`config.mk`:
```
export PLATFORM = sky130hd
export DESIGN_NAME = soc_fifo_access_ctrl
export DESIGN_NICKNAME = d
export VERILOG_FILES = /design/src/rtl/soc_fifo_access_ctrl.sv
export SDC_FILE = /design/constraint.sdc
export NUM_CORES = 1
export LEC_CHECK = 0
export BUFFER_PORTS_ARGS = -buffer_cell sky130_fd_sc_hd__buf_2
export CORE_MARGIN = 3
export CORE_UTILIZATION = 41
export CTS_CLUSTER_SIZE = 24
export DETAILED_ROUTE_END_ITERATION = 8
export PLACE_DENSITY = 0.77
export SETUP_SLACK_MARGIN = 0.4
export SYNTH_ARGS = -nofsm -noshare
export SYNTH_HDL_FRONTEND = slang
export SYNTH_SLANG_ARGS = --single-unit
export TNS_END_PERCENT = 5
```
`constraint.sdc`:
```
create_clock -name wrclock -period 3.1 [get_ports wrclock]
set_input_delay 0.31 -clock wrclock [delete_from_list [all_inputs] [get_ports wrclock]]
set_output_delay 0.31 -clock wrclock [all_outputs]
set_load 0.02 [all_outputs]
```
`src/rtl/soc_fifo_access_ctrl.sv`:
```
// soc_fifo_access_ctrl
// Front-end sequencer for the SoC FIFO memory sub-block. It programs the FIFO CSR bank
// after reset, then polls fill level and services interrupts. Alongside that it arbitrates
// two producers onto the FIFO write slave and serves one consumer from the read slave.
//
// Handshake semantics:
//   Producers hold pN_valid and pN_data stable until pN_ack. pN_ack is a one-cycle pulse
//   meaning the word has been captured, so the producer may present its next word.
//   The consumer pulses c_pop from idle. c_valid is a one-cycle pulse, and c_data holds
//   the popped word until the next pop completes.
//   On the Avalon-MM side, fifo_wr_write and fifo_rd_read stay asserted with stable
//   payload until a clock edge on which the matching waitrequest is low.
//   csr_read and csr_write are single-cycle strobes. csr_readdata is valid one cycle
//   after csr_read.
module soc_fifo_access_ctrl #(
    parameter int          DATA_W       = 32,
    parameter int          ALMOST_FULL  = 12,
    parameter int          ALMOST_EMPTY = 4,
    parameter logic [5:0]  IRQ_EN       = 6'h3C,
    parameter int          POLL_PERIOD  = 64
) (
    input  logic              wrclock,
    input  logic              reset,
    input  logic              p0_valid,
    input  logic [DATA_W-1:0] p0_data,
    output logic              p0_ack,
    input  logic              p1_valid,
    input  logic [DATA_W-1:0] p1_data,
    output logic              p1_ack,
    input  logic              c_pop,
    output logic              c_valid,
    output logic [DATA_W-1:0] c_data,
    output logic              c_busy,
    output logic              fifo_wr_write,
    output logic [DATA_W-1:0] fifo_wr_writedata,
    input  logic              fifo_wr_waitrequest,
    output logic              fifo_rd_read,
    input  logic [DATA_W-1:0] fifo_rd_readdata,
    input  logic              fifo_rd_waitrequest,
    output logic [2:0]        csr_address,
    output logic              csr_read,
    output logic              csr_write,
    output logic [31:0]       csr_writedata,
    input  logic [31:0]       csr_readdata,
    input  logic              csr_irq,
    output logic              cfg_done,
    output logic [31:0]       fill_level,
    output logic [5:0]        evt_flags
);

    localparam int CNT_W = (POLL_PERIOD > 1) ? $clog2(POLL_PERIOD) : 1;
    localparam logic [CNT_W-1:0] POLL_LAST = CNT_W'(POLL_PERIOD - 1);

    // ------------------------------------------------------------------
    // CSR sequencer
    // ------------------------------------------------------------------
    typedef enum logic [3:0] {
        CSR_CFG_AF    = 4'd0,
        CSR_CFG_AE    = 4'd1,
        CSR_CFG_IE    = 4'd2,
        CSR_IDLE      = 4'd3,
        CSR_POLL_RD   = 4'd4,
        CSR_POLL_WAIT = 4'd5,
        CSR_EVT_RD    = 4'd6,
        CSR_EVT_WAIT  = 4'd7,
        CSR_EVT_CLR   = 4'd8
    } csr_state_t;

    csr_state_t       csr_state;
    csr_state_t       csr_next;
    logic [CNT_W-1:0] poll_cnt;

    // CSR state register; reset restarts the programming sequence
    always_ff @(posedge wrclock) begin
        if (reset) csr_state <= CSR_CFG_AF;
        else       csr_state <= csr_next;
    end

    // CSR next state: interrupt service wins over a due poll
    always_comb begin
        csr_next = csr_state;
        case (csr_state)
            CSR_CFG_AF:    csr_next = CSR_CFG_AE;
            CSR_CFG_AE:    csr_next = CSR_CFG_IE;
            CSR_CFG_IE:    csr_next = CSR_IDLE;
            CSR_IDLE: begin
                if (csr_irq)                    csr_next = CSR_EVT_RD;
                else if (poll_cnt == POLL_LAST) csr_next = CSR_POLL_RD;
            end
            CSR_POLL_RD:   csr_next = CSR_POLL_WAIT;
            CSR_POLL_WAIT: csr_next = CSR_IDLE;
            CSR_EVT_RD:    csr_next = CSR_EVT_WAIT;
            CSR_EVT_WAIT:  csr_next = CSR_EVT_CLR;
            CSR_EVT_CLR:   csr_next = CSR_IDLE;
            default:       csr_next = CSR_CFG_AF;
        endcase
    end

    // CSR bus strobes; held quiet while reset is asserted
    always_comb begin
        csr_read      = 1'b0;
        csr_write     = 1'b0;
        csr_address   = 3'd0;
        csr_writedata = 32'd0;
        case (csr_state)
            CSR_CFG_AF: begin
                csr_write     = 1'b1;
                csr_address   = 3'd4;
                csr_writedata = 32'(ALMOST_FULL);
            end
            CSR_CFG_AE: begin
                csr_write     = 1'b1;
                csr_address   = 3'd5;
                csr_writedata = 32'(ALMOST_EMPTY);
            end
            CSR_CFG_IE: begin
                csr_write     = 1'b1;
                csr_address   = 3'd3;
                csr_writedata = {26'd0, IRQ_EN};
            end
            CSR_POLL_RD: begin
                csr_read    = 1'b1;
                csr_address = 3'd0;
            end
            CSR_EVT_RD: begin
                csr_read    = 1'b1;
                csr_address = 3'd2;
            end
            CSR_EVT_CLR: begin
                // event register is write-1-to-clear: write back exactly what was seen
                csr_write     = 1'b1;
                csr_address   = 3'd2;
                csr_writedata = {26'd0, evt_flags};
            end
            default: ;
        endcase
        if (reset) begin
            csr_read      = 1'b0;
            csr_write     = 1'b0;
            csr_address   = 3'd0;
            csr_writedata = 32'd0;
        end
    end

    // CSR datapath: config-done flag, poll counter, captured read values
    always_ff @(posedge wrclock) begin
        if (reset) begin
            cfg_done   <= 1'b0;
            poll_cnt   <= '0;
            fill_level <= 32'd0;
            evt_flags  <= 6'd0;
        end else begin
            if (csr_state == CSR_CFG_IE) cfg_done <= 1'b1;
            // counter saturates so a poll that came due during irq service is not lost
            if (csr_state == CSR_IDLE && poll_cnt != POLL_LAST) poll_cnt <= poll_cnt + 1'b1;
            if (csr_state == CSR_POLL_WAIT) begin
                fill_level <= csr_readdata;
                poll_cnt   <= '0;
            end
            if (csr_state == CSR_EVT_WAIT) evt_flags <= csr_readdata[5:0];
        end
    end

    // ------------------------------------------------------------------
    // Write path: round-robin between two producers
    // ------------------------------------------------------------------
    typedef enum logic {
        W_IDLE = 1'b0,
        W_BUSY = 1'b1
    } w_state_t;

    w_state_t          w_state;
    w_state_t          w_next;
    logic              last_p1;
    logic              grant_p1;
    logic              w_start;
    logic [DATA_W-1:0] wr_data;

    // with both requesting, the producer not granted last time wins
    assign grant_p1 = p1_valid && (!p0_valid || !last_p1);
    assign w_start  = (w_state == W_IDLE) && cfg_done && (p0_valid || p1_valid);

    // write state register
    always_ff @(posedge wrclock) begin
        if (reset) w_state <= W_IDLE;
        else       w_state <= w_next;
    end

    // write next state: one grant per transfer, held until the slave accepts
    always_comb begin
        w_next = w_state;
        case (w_state)
            W_IDLE:  if (w_start) w_next = W_BUSY;
            W_BUSY:  if (!fifo_wr_waitrequest) w_next = W_IDLE;
            default: w_next = W_IDLE;
        endcase
    end

    // write outputs
    always_comb begin
        fifo_wr_write     = (w_state == W_BUSY);
        fifo_wr_writedata = wr_data;
    end

    // write datapath: latch granted word, pulse ack, move round-robin pointer
    always_ff @(posedge wrclock) begin
        if (reset) begin
            wr_data <= '0;
            last_p1 <= 1'b1;
            p0_ack  <= 1'b0;
            p1_ack  <= 1'b0;
        end else begin
            p0_ack <= w_start && !grant_p1;
            p1_ack <= w_start && grant_p1;
            if (w_start) begin
                wr_data <= grant_p1 ? p1_data : p0_data;
                last_p1 <= grant_p1;
            end
        end
    end

    // ------------------------------------------------------------------
    // Read path: single consumer
    // ------------------------------------------------------------------
    typedef enum logic {
        R_IDLE = 1'b0,
        R_BUSY = 1'b1
    } r_state_t;

    r_state_t r_state;
    r_state_t r_next;

    // read state register
    always_ff @(posedge wrclock) begin
        if (reset) r_state <= R_IDLE;
        else       r_state <= r_next;
    end

    // read next state: an empty FIFO simply keeps us waiting
    always_comb begin
        r_next = r_state;
        case (r_state)
            R_IDLE:  if (cfg_done && c_pop) r_next = R_BUSY;
            R_BUSY:  if (!fifo_rd_waitrequest) r_next = R_IDLE;
            default: r_next = R_IDLE;
        endcase
    end

    // read outputs
    always_comb begin
        fifo_rd_read = (r_state == R_BUSY);
        c_busy       = (r_state == R_BUSY);
    end

    // read datapath: capture accepted word and flag it for one cycle
    always_ff @(posedge wrclock) begin
        if (reset) begin
            c_data  <= '0;
            c_valid <= 1'b0;
        end else begin
            c_valid <= (r_state == R_BUSY) && !fifo_rd_waitrequest;
            if (r_state == R_BUSY && !fifo_rd_waitrequest) c_data <= fifo_rd_readdata;
        end
    end

endmodule
```
==> run metrics <==
status complete, no violations; #FFs+latches synth 119; drt first pass iters 7; Vias 4509; Layout fillers 905; top cells by area, synth dfxtp_1, a22o_1, nand2_1, a221o_1, a21oi_1; Placed Instances 833; met1 Use GR 23.9%; Skew-Pair Late Insertion Delay 500 ps; Ys Warns 0; die area 0.0124 mm²; worst setup path class reg2out; GR Layer Usage met2 37.5%; Worst Hold Class in2reg; RSZ-0062 raised after global routing no; actual slew at the worst max-slew pin 914 ps; Area Growth Syn to Fin 42.8%; sequential cell area fraction in the yosys report 52.1%; GRT met3 Usage 6.96%; core area 0.0106 mm²; largest net degree at the start of global routing 50; antenna violations before repair 0; starting density of the core 43.1%; root buffer cell clkbuf_8; share of the synthesized area in the top cell type 52.1%; Post-Route WL 13.8 mm; Worst Path Arrival 1900 ps; peak supply drop 0.455 mV; Sequential Area 0.00238 mm²; multi-input logic area 0.00191 mm²; fin cells 884; Setup WS post-layout 891 ps; count leader, synth dfxtp_1; drt drc 0; Setup Slack @ Placement 933 ps; Num CTS Buffers 17; main flop type after synthesis dfxtp_1; Mapped Cells 474; DR vias/cell 5.10; # resized after CTS 0; Most Used Layer, Global Route met2; first-pass GRT wire length 21.8 mm; Clock Sinks 119; Max Cap Violations 0; endpoints failing hold 0; placed cell areas 0.00579 mm²; critical path data required time 2790 ps; wire length per cell 15.6 µm; Rel. slew slack 39.1%; startpoint type of the worst setup path register; Site Rows 37; DIE WIDTH 112 µm; fin area 0.00653 mm²; Antenna Violating Nets Remaining 0; minimum clock period 2210 ps; Die Height 112 µm; # diodes 0; setup_tns 0 ps; Congestion Overflow GR 0; total track usage 21.4%; ys async rst share 0%; leading area contributor after synthesis dfxtp_1; htree depth 4; Clock Path Buffers 2; skew final 6.36 ps; pwr/cell area 597 mW/mm²; Max Fclk 0.453 GHz; drt first-iter violations 303; LEAKAGE 3.17 nW; nets 874; share of cells above drive strength 1 39.8%; Max Slew Vio Count 0; synth cell count leaders dfxtp_1, nand2_1, a21oi_1, a22o_1, buf_4; IO buf count 255; HPWL after detailed placement 9.96 mm; top-level I/O count 282; Worst setup EP type primary output; mean post-synth cell area 9.64 µm²; Final Setup Violations 0; CTS tree built; clock-pin slew on the worst setup and hold paths 60 ps; Hold-fix buffers, CTS 20; Yosys cell types 46; vias in the first global route 4378; CP max FO 13; EDFF count, synth 0; gpl congestion 0.989; Mapped Area 0.00457 mm²; period utilization 71.3%; Setup Buffers After CTS 0
power by group:
part,internal [mW],switching (mW),total (mW)
logic,0.207,0.296,0.503
clock network,1.09,0.651,1.74
registers,1.60,0.0586,1.66
total,2.89,1.01,3.90
worst max-delay path: stages, from the launching register on:
cell      delay, ps
dfxtp_1         520
nor2b_1         330
nand2b_1         90
a211oi_1        250
buf_2           210
flip-flops by register name (all words and copies together) (netlist names):
register	flops
c_data	32
c_busy	1
poll_cnt	6
last_p1	1
c_valid	1
p0_ack	1
cfg_done	1
fifo_wr_write	1
fifo_wr_writedata	32
fill_level	32
p1_ack	1
evt_flags	6
csr_state	4
through the flow:
stage               hold WS, ps  power, mW  util [%]
detailed placement          447       2.17      54.6
global route               5.08       4.06      61.5
floorplan                   427       1.99         -
global placement            440       2.15      54.6
CTS                       0.868       3.93      61.5
finish                     25.2       3.90      61.5
cells in the final DEF (no fill, tap or decap), types with 2 or more instances in the layout:
master and count:
a21oi_1 42, a221o_1 24, a222oi_1 8, a22o_1 32, and2_1 26, and3_1 4, buf_2 255, buf_4 5
clkbuf_1 2, clkbuf_16 16, clkbuf_8 3, clkinv_2 5, clkinvlp_4 2, conb_1 26, dfxtp_1 119, dlygate4sd3_1 21
inv_1 2, mux2i_1 7, nand2_1 72, nand2b_1 5, nor2_1 25, nor2b_1 3, nor3_1 8, nor4_1 4
o211ai_1 2, xor2_1 4
final cells by class:
cell class              instances  area share, %
inverters                       2          0.115
clock buffers                  21           6.88
flip-flops and latches        119           36.5
multi-input cells             316           29.3
clock inverters                 9           1.21
well taps                     136           2.61
repair buffers                281           23.4
per-layer routing:
layer | vias up | part of all wire, %
li1 | 2155 | -
met3 | 27 | 8.7
met4 | 0 | 2.4
met2 | 229 | 51
met5 | - | 0
met1 | 2098 | 37
cells by family (layout without fill, tap and decap cells):
logic type               Yosys count  count (layout)  synth area share, %
AND/OR/NAND/NOR                  157             157                 16.4
AO/OA/AOI/OAI                    119             119                 20.1
flip-flops                       119             119                 52.1
buffers and inverters             64             313                 8.24
multiplexers                       8               8                 1.78
XOR/XNOR                           5               5                0.958
adder cells (fa/ha/maj)            1               1                0.274
other                              1              26               0.0821
final timing paths:
kind | start | end | slack [ps] | depth (start not counted)
max | csr_state[3]$_SDFFE_PP0P_ | csr_address[1] | 890 | 4
min | fifo_rd_readdata[21] | c_data[21]$_SDFFE_PP0P_ | 30 | 2
max reg2reg | cfg_done$_SDFFE_PP0N_ | fifo_wr_writedata[9]$_SDFFE_PP0P_ | 910 | 4
min reg2reg | fill_level[0]$_SDFFE_PP0P_ | fill_level[0]$_SDFFE_PP0P_ | 460 | 2
Note: power is estimated with default switching activity, not from simulation.
